--- src/rtl/ahb_bridge_pkg.sv ---
// Shared constants and helpers for the AHB-to-APB bridge arbiter.
package ahb_bridge_pkg;

    // AHB htrans encodings
    localparam logic [1:0] HTRANS_IDLE   = 2'b00;
    localparam logic [1:0] HTRANS_BUSY   = 2'b01;
    localparam logic [1:0] HTRANS_NONSEQ = 2'b10;
    localparam logic [1:0] HTRANS_SEQ    = 2'b11;

    // Arbiter FSM state encodings (also exported on arb_state)
    localparam logic [1:0] ARB_ST_PARK = 2'd0;
    localparam logic [1:0] ARB_ST_OWN  = 2'd1;
    localparam logic [1:0] ARB_ST_LOCK = 2'd2;

    // Index of the set bit of a one-hot vector of up to 8 bits.
    // The input is expected to be one-hot; if it is not, the OR of the
    // indices of all set bits is returned.
    function automatic logic [2:0] onehot2idx(input logic [7:0] oh);
        logic [2:0] idx;
        idx = 3'd0;
        for (int i = 0; i < 8; i++) begin
            idx = idx | (oh[i] ? i[2:0] : 3'd0);
        end
        return idx;
    endfunction

endpackage

--- src/rtl/ahb_bridge_arbiter_rr_picker.sv ---
// Combinational round-robin winner search for the bridge arbiter.
// Searches the other requesters starting just after rr_ptr (wrapping) and
// falls back to the current owner, so the owner is always considered last.
module ahb_bridge_arbiter_rr_picker
    import ahb_bridge_pkg::*;
#(
    parameter int NUM_MASTERS = 4,
    parameter int MST_W       = 2
) (
    input  logic [NUM_MASTERS-1:0] req,
    input  logic [MST_W-1:0]       rr_ptr,
    input  logic [MST_W-1:0]       owner,
    output logic [MST_W-1:0]       winner,
    output logic                   any_other
);

    localparam logic [MST_W:0]       NM_W   = (MST_W + 1)'(NUM_MASTERS);
    localparam logic [NUM_MASTERS-1:0] ONE_N = {{(NUM_MASTERS-1){1'b0}}, 1'b1};

    logic [NUM_MASTERS-1:0]   others_s;
    logic [NUM_MASTERS-1:0]   rot_s;
    logic [2*NUM_MASTERS-1:0] dbl_s;
    logic [MST_W:0]           start_raw_s;
    logic [MST_W:0]           start_s;
    logic [MST_W:0]           sum_s;
    logic [MST_W:0]           wrap_s;
    logic [MST_W-1:0]         pos_s;
    logic                     unused_s;

    // Rotate the non-owner requests to start at rr_ptr+1, take the lowest set
    // bit, then map that position back to a master index.
    always_comb begin
        others_s    = req & ~(ONE_N << owner);
        start_raw_s = {1'b0, rr_ptr} + {{MST_W{1'b0}}, 1'b1};
        start_s     = (start_raw_s >= NM_W) ? (start_raw_s - NM_W) : start_raw_s;
        dbl_s       = {others_s, others_s} >> start_s;
        rot_s       = dbl_s[NUM_MASTERS-1:0];
        pos_s       = {MST_W{1'b0}};
        for (int i = NUM_MASTERS - 1; i >= 0; i--) begin
            pos_s = rot_s[i] ? i[MST_W-1:0] : pos_s;
        end
        sum_s     = start_s + {1'b0, pos_s};
        wrap_s    = (sum_s >= NM_W) ? (sum_s - NM_W) : sum_s;
        any_other = |others_s;
        winner    = any_other ? wrap_s[MST_W-1:0] : owner;
    end

    // Upper halves of the rotation and carry bit are structurally unused.
    assign unused_s = ^{dbl_s[2*NUM_MASTERS-1:NUM_MASTERS], wrap_s[MST_W]};

endmodule

--- src/rtl/ahb_bridge_arbiter.sv ---
// Round-robin AHB arbiter sharing the single AHB-to-APB bridge.
// Produces a registered one-hot hgrant plus the registered address-phase
// owner (hmaster) and lock flag (hmastlock). Locked transfers keep the bus,
// SEQ bursts keep the bus up to a hold limit while others are waiting.
module ahb_bridge_arbiter
    import ahb_bridge_pkg::*;
#(
    parameter int NUM_MASTERS    = 4,
    parameter int MST_W          = 2,
    parameter int DEFAULT_MASTER = 0,
    parameter int MAX_HOLD       = 16
) (
    input  logic                   hclk,
    input  logic                   hreset,
    input  logic [NUM_MASTERS-1:0] hbusreq,
    input  logic [NUM_MASTERS-1:0] hlock,
    input  logic [1:0]             htrans,
    input  logic                   hready,
    output logic [NUM_MASTERS-1:0] hgrant,
    output logic [MST_W-1:0]       hmaster,
    output logic                   hmastlock,
    output logic [1:0]             arb_state
);

    localparam int HC_W = (MAX_HOLD > 1) ? $clog2(MAX_HOLD) : 1;
    localparam logic [HC_W-1:0]        HOLD_LAST = HC_W'(MAX_HOLD - 1);
    localparam logic [HC_W-1:0]        HC_ZERO   = {HC_W{1'b0}};
    localparam logic [HC_W-1:0]        HC_ONE    = HC_W'(1);
    localparam logic [NUM_MASTERS-1:0] ONE_N     = {{(NUM_MASTERS-1){1'b0}}, 1'b1};
    localparam logic [NUM_MASTERS-1:0] DEF_GRANT = ONE_N << DEFAULT_MASTER;
    localparam logic [MST_W-1:0]       DEF_IDX   = MST_W'(DEFAULT_MASTER);

    logic [1:0]             state_q,     state_d;
    logic [NUM_MASTERS-1:0] grant_q,     grant_d;
    logic [MST_W-1:0]       hmaster_q,   hmaster_d;
    logic                   hmastlock_q, hmastlock_d;
    logic [MST_W-1:0]       rr_ptr_q,    rr_ptr_d;
    logic [HC_W-1:0]        hold_cnt_q,  hold_cnt_d;

    logic [MST_W-1:0]       owner_s;
    logic [MST_W-1:0]       winner_s;
    logic [NUM_MASTERS-1:0] winner_oh_s;
    logic                   any_other_s;
    logic                   any_req_s;
    logic                   own_req_s;
    logic                   own_lock_s;
    logic                   rearb_s;

    assign owner_s = MST_W'(onehot2idx(8'(grant_q)));

    ahb_bridge_arbiter_rr_picker #(
        .NUM_MASTERS (NUM_MASTERS),
        .MST_W       (MST_W)
    ) u_picker (
        .req       (hbusreq),
        .rr_ptr    (rr_ptr_q),
        .owner     (owner_s),
        .winner    (winner_s),
        .any_other (any_other_s)
    );

    // Decode the owner's request/lock and the three rearbitration triggers.
    always_comb begin
        winner_oh_s = ONE_N << winner_s;
        any_req_s   = |hbusreq;
        own_req_s   = hbusreq[owner_s];
        own_lock_s  = hlock[owner_s] & own_req_s;
        rearb_s     = ~own_req_s
                    | ((htrans != HTRANS_SEQ) & any_other_s)
                    | ((hold_cnt_q == HOLD_LAST) & any_other_s);
    end

    // Next-state logic; nothing moves on a cycle with hready low.
    always_comb begin
        state_d     = state_q;
        grant_d     = grant_q;
        hmaster_d   = hmaster_q;
        hmastlock_d = hmastlock_q;
        rr_ptr_d    = rr_ptr_q;
        hold_cnt_d  = hold_cnt_q;
        if (hready) begin
            // Address phase follows the grant one ready cycle later.
            hmaster_d   = owner_s;
            hmastlock_d = hlock[owner_s];
            case (state_q)
                ARB_ST_PARK: begin
                    if (any_req_s) begin
                        state_d    = ARB_ST_OWN;
                        grant_d    = winner_oh_s;
                        hold_cnt_d = HC_ZERO;
                        if (winner_s != owner_s) begin
                            rr_ptr_d = winner_s;
                        end else begin
                            rr_ptr_d = rr_ptr_q;
                        end
                    end else begin
                        grant_d = DEF_GRANT;
                    end
                end
                ARB_ST_OWN, ARB_ST_LOCK: begin
                    if ((state_q == ARB_ST_LOCK) && hlock[owner_s]) begin
                        // Locked sequence: grant is untouchable.
                        hold_cnt_d = HC_ZERO;
                    end else if (own_lock_s) begin
                        state_d    = ARB_ST_LOCK;
                        hold_cnt_d = HC_ZERO;
                    end else if (!any_req_s) begin
                        state_d    = ARB_ST_PARK;
                        grant_d    = DEF_GRANT;
                        hold_cnt_d = HC_ZERO;
                    end else if (rearb_s) begin
                        // A trigger with requests pending always has a
                        // different winner, so this is a real handover.
                        state_d    = ARB_ST_OWN;
                        grant_d    = winner_oh_s;
                        rr_ptr_d   = winner_s;
                        hold_cnt_d = HC_ZERO;
                    end else begin
                        state_d = ARB_ST_OWN;
                        if (any_other_s && (hold_cnt_q != HOLD_LAST)) begin
                            hold_cnt_d = hold_cnt_q + HC_ONE;
                        end else begin
                            hold_cnt_d = hold_cnt_q;
                        end
                    end
                end
                default: begin
                    state_d    = ARB_ST_PARK;
                    grant_d    = DEF_GRANT;
                    rr_ptr_d   = DEF_IDX;
                    hold_cnt_d = HC_ZERO;
                end
            endcase
        end else begin
            state_d = state_q;
        end
    end

    // State and output registers with asynchronous reset to the parked owner.
    always_ff @(posedge hclk or posedge hreset) begin
        if (hreset) begin
            state_q     <= ARB_ST_PARK;
            grant_q     <= DEF_GRANT;
            hmaster_q   <= DEF_IDX;
            hmastlock_q <= 1'b0;
            rr_ptr_q    <= DEF_IDX;
            hold_cnt_q  <= HC_ZERO;
        end else begin
            state_q     <= state_d;
            grant_q     <= grant_d;
            hmaster_q   <= hmaster_d;
            hmastlock_q <= hmastlock_d;
            rr_ptr_q    <= rr_ptr_d;
            hold_cnt_q  <= hold_cnt_d;
        end
    end

    assign hgrant    = grant_q;
    assign hmaster   = hmaster_q;
    assign hmastlock = hmastlock_q;
    assign arb_state = state_q;

endmodule
--- config.mk ---
export PLATFORM = sky130hd
export DESIGN_NAME = ahb_bridge_arbiter
export DESIGN_NICKNAME = d
export VERILOG_FILES = /design/src/rtl/ahb_bridge_pkg.sv /design/src/rtl/ahb_bridge_arbiter_rr_picker.sv /design/src/rtl/ahb_bridge_arbiter.sv
export SDC_FILE = /design/constraint.sdc
export NUM_CORES = 1
export LEC_CHECK = 0
export ABC_AREA = 1
export BUFFER_PORTS_ARGS = -buffer_cell sky130_fd_sc_hd__buf_2
export CAP_MARGIN = 15
export CORE_AREA = 2 2 63 65
export DETAILED_ROUTE_END_ITERATION = 16
export DIE_AREA = 0 0 65 67
export GPL_TIMING_DRIVEN = 0
export HOLD_SLACK_MARGIN = 0.15
export PLACE_DENSITY_LB_ADDON = 0.15
export SLEW_MARGIN = 5
export SYNTH_ARGS = -nofsm -noshare
export SYNTH_HDL_FRONTEND = slang
export SYNTH_SLANG_ARGS = --single-unit
--- constraint.sdc ---
create_clock -name hclk -period 6.1 [get_ports hclk]
set_input_delay 0.915 -clock hclk [delete_from_list [all_inputs] [get_ports hclk]]
set_output_delay 0.915 -clock hclk [all_outputs]
set_load 0.03 [all_outputs]
==> flow_metrics.env, run 1 <==
export IMPL_outcome="completed"
export IMPL_pin_count_of_the_biggest_net_entering_global_routing=16
export IMPL_post_cts_hold_buffer_count=0
export IMPL_timing_final_hold_violations=0
export IMPL_yosysUniqueCellTypes=29
export IMPL_pwr_share_clk=0.093
export IMPL_setup_repair_after_global_routing_missed_its_margin="false"
export IMPL_dpl_cell_area_mm2=0.00141
export IMPL_worst_r2r_startpoint="rr_ptr_q[0]$_DFFE_PP0P_"
export IMPL_post_synth_top_count_cell="sky130_fd_sc_hd__nand2_1"
export IMPL_grt_ovfl_total=0
export IMPL_ff2ff_path_depth=17
export IMPL_syn_avg_cell_area_um2=6.80
export IMPL_post_layout_total_power_uw=900
export IMPL_maxCapViolCount=0
export IMPL_critical_path_reg2reg_endpoint="hgrant[0]$_DFFE_PP1P_"
export IMPL_vdd_ir_drop_max_mv=0.240
export IMPL_synth_flop_cell="sky130_fd_sc_hd__dfrtp_1"
export IMPL_critPathCaptureType="register"
export IMPL_detailedPlacementHpwl_um=2300
export IMPL_first_global_vias=1188
export IMPL_pwr_share_seq=0.205
export IMPL_clkTransAtPathRegs_ps=70
export IMPL_chipWidth_um=65
export IMPL_placement_setup_worst_slack_ps=3420
export IMPL_power_frac_comb=0.702
export IMPL_finalHoldWorstSlack_ps=475
export IMPL_swShare=0.554
export IMPL_fill_cells=399
export IMPL_detail_route_wirelength_um=2820
export IMPL_nets=229
export IMPL_timing_critical_path_required_ps=6300
export IMPL_power_density_mw_per_mm2=617
export IMPL_ant_nets=0
export IMPL_die_area_mm2=0.00436
export IMPL_multiInputGateArea_um2=781
export IMPL_switchingPower_uw=499
export IMPL_dieHeight_um=67
export IMPL_clock_skew_final_ps=9.36
export IMPL_holdPathStages=2
export IMPL_clock_insertion_delay_worst_skew_ps=250
export IMPL_final_layout_size_suffix_gt1_frac=0.207
export IMPL_area_sequential_um2=377
export IMPL_report_final_setup_viol=0
export IMPL_routedWlPerCell_um=11.0
export IMPL_numCtsBuffers=3
export IMPL_yosysWarningCount=0
export IMPL_number_of_enable_flip_flop_cells_after_synthesis=0
export IMPL_p_int_uw=401
export IMPL_num_antenna_cells=0
export IMPL_netlist_area_leader_share=0.282
export IMPL_clk_root_buffer_cell="sky130_fd_sc_hd__clkbuf_8"
export IMPL_synth_seq_cells=15
export IMPL_clock_tree_htree_level_count=1
export IMPL_number_of_drc_markers_after_the_initial_detailed_route_iteration=53
export IMPL_post_synth_instance_area_mm2=0.00124
export IMPL_synth_common_cells="56 x sky130_fd_sc_hd__nand2_1, 29 x sky130_fd_sc_hd__nand3_1, 21 x sky130_fd_sc_hd__inv_1, 14 x sky130_fd_sc_hd__dfrtp_1, 8 x sky130_fd_sc_hd__nor2_1"
export IMPL_syn_nets=203
export IMPL_firstDrtPassIters=4
export IMPL_flow_area_growth_from_synthesis_pct=17.2
export IMPL_first_pass_grt_wire_length_um=4970
export IMPL_synth_async_sr_flop_share=1.00
export IMPL_worst_setup_path_type="register to register"
export IMPL_power_leakage_nw=0.776
export IMPL_grt_antenna_before_repair=0
export IMPL_hold_path_end="hmastlock$_DFFE_PP0P_"
export IMPL_seq_area_frac_synth=0.303
export IMPL_start_kind="register"
export IMPL_post_cts_resized=0
export IMPL_top_level_ports=22
export IMPL_grt_total_usage=0.145
export IMPL_layout_cell_area_non_filler_mm2=0.00146
export IMPL_cell_type_with_the_largest_total_area_after_synthesis="sky130_fd_sc_hd__dfrtp_1"
export IMPL_netlist_top_cells_area="sky130_fd_sc_hd__dfrtp_1 28%, sky130_fd_sc_hd__nand2_1 17%, sky130_fd_sc_hd__nand3_1 12%"
export IMPL_critical_path_max_fanout=9
export IMPL_std_cell_rows=22
export IMPL_tightest_slew_ps=657
export IMPL_tritoncts="built"
export IMPL_layout_cells_non_filler=256
export IMPL_ff2ff_setup_slack_ps=3460
export IMPL_route_detailed_drc=0
export IMPL_vias_per_cell=4.84
export IMPL_relSlewSlack=0.558
export IMPL_numClockSinks=15
export IMPL_layout_setup_ws_ps=3460
export IMPL_min_delay_path_class="register to register"
export IMPL_max_freq_mhz=379
export IMPL_post_synth_inst_count=183
export IMPL_placed_cells=252
export IMPL_maxSlewViolCount=0
export IMPL_core_area_mm2=0.00361
export IMPL_final_setup_tns_ps=0
export IMPL_io_buffer_count=21
export IMPL_finish_utilization=0.404
export IMPL_initial_core_util=0.345
export IMPL_finalCriticalPeriod_ps=2640
export IMPL_worst_ep_arrival_time_ps=2840
export IMPL_gp_routability_congestion=0.822
export IMPL_ctsLongestPathBuffers=2
export IMPL_finalCritPeriodShare=0.433
export IMPL_worstHoldStart="hmastlock$_DFFE_PP0P_"
export IMPL_post_cts_setup_buffers=0
export IMPL_routed_via_count=1238
## power groups by stage
| stage | clock (mW) | combinational (mW) | sequential (mW) |
|---|---|---|---|
| final | 0.0841 | 0.631 | 0.184 |
| after global routing | 0.0907 | 0.729 | 0.191 |
| after CTS | 0.0869 | 0.637 | 0.184 |
| after detailed placement | 0 | 0.633 | 0.185 |
| after global placement | 0 | 0.628 | 0.182 |
| after floorplan | 0 | 0.458 | 0.228 |
## worst max-delay path, cell delays in order (launching register included)
cell and delay, ps:
sky130_fd_sc_hd__dfrtp_1 490, sky130_fd_sc_hd__ha_1 420, sky130_fd_sc_hd__inv_1 120, sky130_fd_sc_hd__a21oi_1 170, sky130_fd_sc_hd__nand2_1 70, sky130_fd_sc_hd__nand2_1 80, sky130_fd_sc_hd__nand2_1 50, sky130_fd_sc_hd__a21boi_0 170
sky130_fd_sc_hd__ha_1 190, sky130_fd_sc_hd__xor2_1 180, sky130_fd_sc_hd__inv_1 60, sky130_fd_sc_hd__nand3_1 120, sky130_fd_sc_hd__nand3_1 90, sky130_fd_sc_hd__nand2_1 120, sky130_fd_sc_hd__nor2_2 60, sky130_fd_sc_hd__nand2_1 80
sky130_fd_sc_hd__nand3_1 80, sky130_fd_sc_hd__inv_1 60
## state kept, by name (all words and copies together), names as in the netlist
name,cells
arb_state,2
hgrant,4
hmaster,2
hmastlock,1
hold_cnt_q,4
rr_ptr_q,2
## cell usage in the layout (no fill, tap or decap), types with 7 or more instances in the layout
cell and n:
sky130_fd_sc_hd__nor2_1 8, sky130_fd_sc_hd__inv_1 21, sky130_fd_sc_hd__buf_2 21, sky130_fd_sc_hd__nand2_1 56
sky130_fd_sc_hd__o21ai_0 7, sky130_fd_sc_hd__dfrtp_1 14, sky130_fd_sc_hd__nand3_1 29, sky130_fd_sc_hd__ha_1 7
## layer usage
layer  global-route usage  share of wire  wire length (um)
met1                0.179           0.49              1390
met2                0.256           0.46              1290
met3               0.0270          0.045               128
met4               0.0399         0.0050                14
met5                    0              0                 0
## area by class of cell
cell class / instances / area share
multi-input cells: 145 / 0.536
repair buffers: 21 / 0.0721
clock buffers: 3 / 0.0283
inverters: 23 / 0.0592
clock inverters: 1 / 0.00515
well taps: 48 / 0.0412
flip-flops and latches: 15 / 0.258
## how the worst max path moves through the flow
stage / start / end / slack, ps
2_1_floorplan: hbusreq[0] / rr_ptr_q[0]$_DFFE_PP0P_ / 3760
3_3_place_gp: hbusreq[0] / hgrant[0]$_DFFE_PP1P_ / 3440
3_5_place_dp: hbusreq[3] / hgrant[0]$_DFFE_PP1P_ / 3420
4_1_cts: rr_ptr_q[0]$_DFFE_PP0P_ / hgrant[0]$_DFFE_PP1P_ / 3460
5_1_grt: rr_ptr_q[0]$_DFFE_PP0P_ / hgrant[0]$_DFFE_PP1P_ / 3100
6_report: rr_ptr_q[0]$_DFFE_PP0P_ / hgrant[0]$_DFFE_PP1P_ / 3460
## kinds of logic after synthesis
group / share of synthesized area
AOI/OAI and AO/OA: 0.0996
adders and majority gates: 0.0704
xor gates and xnor gates: 0.0282
buffers and inverters: 0.0694
DFF: 0.303
and+or+nand+nor: 0.430
(Power assumes the default switching activity.)
==> run 2, diff against run 1 <==
Clock period 6.1 ns to 2.1 ns, I/O delays scaled along.
==> run 2 against run 1 <==
The run now ends with setup timing left. Final area is 18% higher. Critical path depth is 1 lower. Register-to-register slack lost 3700 ps. Worst hold slack lost 160 ps. Sequential share of layout area decreased by 3.6 points. First-iteration DRC count up 40%. Setup slack got worse by 3700 ps. Cell count rose by 6.6%. Core utilization grew 7.2 points. Non-clock buffer count rose by 17. Die area is the same. Global-route usage increased by 2.4 points. Critical path type unchanged. Highest routed layer unchanged.
==> flow_metrics.env, run 2 (synthesis results as in run 1) <==
export IMPL_ff2ff_setup_slack_ps=-220
export IMPL_violations="setup timing"
export IMPL_critical_path_max_fanout=5
export IMPL_finalCritPeriodShare=1.10
export IMPL_num_antenna_cells=0
export IMPL_worst_r2r_startpoint="rr_ptr_q[0]$_DFFE_PP0P_"
export IMPL_worst_path_buf_inv=1
export IMPL_clkTransAtPathRegs_ps=70
export IMPL_worstHoldStart="hready"
export IMPL_max_freq_mhz=432
export IMPL_vias_per_cell=4.84
export IMPL_clock_skew_final_ps=9.03
export IMPL_detailedPlacementHpwl_um=2400
export IMPL_ff2ff_path_depth=16
export IMPL_top_level_ports=22
export IMPL_holdPathStages=3
export IMPL_fill_cells=364
export IMPL_maxCapViolCount=0
export IMPL_tightest_slew_ps=667
export IMPL_pin_count_of_the_biggest_net_entering_global_routing=16
export IMPL_numClockSinks=15
export IMPL_grt_ovfl_total=0
export IMPL_tritoncts="built"
export IMPL_critical_path_reg2reg_endpoint="rr_ptr_q[0]$_DFFE_PP0P_"
export IMPL_critPathCaptureType="register"
export IMPL_critical_path_cell_with_the_highest_stage_delay="sky130_fd_sc_hd__dfrtp_2"
export IMPL_routed_via_count=1321
export IMPL_cp_cell_sequence="ha_4 -> inv_2 -> a21oi_2 -> nand2_1 -> nand2_2 -> nand2_2 -> a21boi_2 -> ha_2 -> nand2_1 -> o21ai_2 -> xnor2_1 -> nor2_2 -> nand3_2 -> nand2_2 -> nand2_1 -> nand2_1"
export IMPL_start_kind="register"
export IMPL_number_of_drc_markers_after_the_initial_detailed_route_iteration=74
export IMPL_maxSlewViolCount=0
export IMPL_multiInputGateArea_um2=901
export IMPL_layout_setup_ws_ps=-217
export IMPL_flow_area_growth_from_synthesis_pct=38.0
export IMPL_hold_path_end="hmastlock$_DFFE_PP0P_"
export IMPL_numCtsBuffers=3
export IMPL_routed_top_layer="met4"
export IMPL_detail_route_wirelength_um=3380
export IMPL_relSlewSlack=0.551
export IMPL_clk_root_buffer_cell="sky130_fd_sc_hd__clkbuf_8"
export IMPL_met3_wirelength_um=123
export IMPL_critPathMostFrequentCell="sky130_fd_sc_hd__nand2_1"
export IMPL_placed_cells=252
export IMPL_most_common_layout_cells="50 x sky130_fd_sc_hd__nand2_1, 22 x sky130_fd_sc_hd__nand3_1, 21 x sky130_fd_sc_hd__buf_2"
export IMPL_first_pass_grt_wire_length_um=5660
export IMPL_grt_total_usage=0.169
export IMPL_finalHoldWorstSlack_ps=313
export IMPL_dieHeight_um=67
export IMPL_worst_ep_arrival_time_ps=2450
export IMPL_core_area_mm2=0.00361
export IMPL_die_area_mm2=0.00436
export IMPL_wl_met1_um=1530
export IMPL_chipWidth_um=65
export IMPL_firstDrtPassIters=4
export IMPL_timing_critical_path_required_ps=2240
export IMPL_finalCriticalPeriod_ps=2320
export IMPL_clock_tree_htree_level_count=1
export IMPL_gp_routability_congestion=0.839
export IMPL_routed_wl_met2_um=1690
export IMPL_worst_setup_path_type="register to register"
export IMPL_layout_cells_non_filler=273
export IMPL_routedWlPerCell_um=12.4
export IMPL_cpLargestDelayFamily="simple AND/OR/NAND/NOR gates"
export IMPL_initial_core_util=0.345
export IMPL_ant_nets=0
export IMPL_mostFrequentLayoutCell="sky130_fd_sc_hd__nand2_1"
export IMPL_std_cell_rows=22
export IMPL_clock_insertion_delay_worst_skew_ps=250
export IMPL_nets=246
export IMPL_setup_repair_after_global_routing_missed_its_margin="true"
export IMPL_ctsLongestPathBuffers=2
export IMPL_outcome="finished with violations"
export IMPL_timing_final_hold_violations=0
export IMPL_report_final_setup_viol=6
export IMPL_route_detailed_drc=0
export IMPL_area_sequential_um2=382
export IMPL_first_global_vias=1327
export IMPL_grt_antenna_before_repair=0
export IMPL_min_delay_path_class="input pin to register"
export IMPL_final_layout_size_suffix_gt1_frac=0.391
export IMPL_timing_critical_path_slowest_cell_delay_ps=430
export IMPL_io_buffer_count=21
==> run 2: through the flow <==
stage | instance area (um^2) | setup TNS (ps) | worst slack [ps] | util
finish | 1720 | -1040 | -217 | 0.476
CTS | 1650 | -904 | -172 | 0.458
detailed placement | 1450 | -1880 | -352 | 0.401
floorplan | 1280 | -484 | -139 | -
global route | 1720 | -2660 | -429 | 0.476
global placement | 1450 | -1650 | -315 | 0.401
==> run 2: routing by layer <==
layer | up-vias | track usage
met5 | - | 0
met4 | 0 | 0.0532
met3 | 4 | 0.0270
met2 | 31 | 0.322
met1 | 604 | 0.189
li1 | 682 | -
==> run 2: how the worst max path moves through the flow <==
stage	start	endpoint	cells past startpoint
detailed placement	rr_ptr_q[0]$_DFFE_PP0P_	hgrant[0]$_DFFE_PP1P_	17
floorplan	hgrant[1]$_DFFE_PP0P_	rr_ptr_q[0]$_DFFE_PP0P_	18
CTS	rr_ptr_q[1]$_DFFE_PP0P_	rr_ptr_q[1]$_DFFE_PP0P_	18
global placement	rr_ptr_q[0]$_DFFE_PP0P_	rr_ptr_q[0]$_DFFE_PP0P_	16
finish	rr_ptr_q[0]$_DFFE_PP0P_	rr_ptr_q[0]$_DFFE_PP0P_	16
global route	rr_ptr_q[1]$_DFFE_PP0P_	rr_ptr_q[0]$_DFFE_PP0P_	16
==> run 2: area by class of cell <==
cell class	count	share of cell area
clock buffer	3	0.0241
clock inverter	1	0.00437
inverter	23	0.0503
multi-input combinational	145	0.525
sequential	15	0.222
tap	48	0.0350
timing repair buffer	38	0.139
==> run 2: tightest hold or removal path, cell delays in order <==
cell and delay, ps:
sky130_fd_sc_hd__buf_2 120, sky130_fd_sc_hd__nand2_1 60, sky130_fd_sc_hd__nand2_1 50
==> run 2: what timing repair did <==
item / 4_1_cts / 5_1_grt
pin swaps: 12 / 5
setup endpoints to repair: 6 / 10
buffers inserted: 12 / 4
gates resized for setup: 16 / 9
endpoints found under the hold margin: 9 / 0
hold buffers: 1 / 0
Power of run 2 is left out: the tool's default activity adds up to more than one toggle a clock period on the data nets, which glitch-free logic cannot reach.
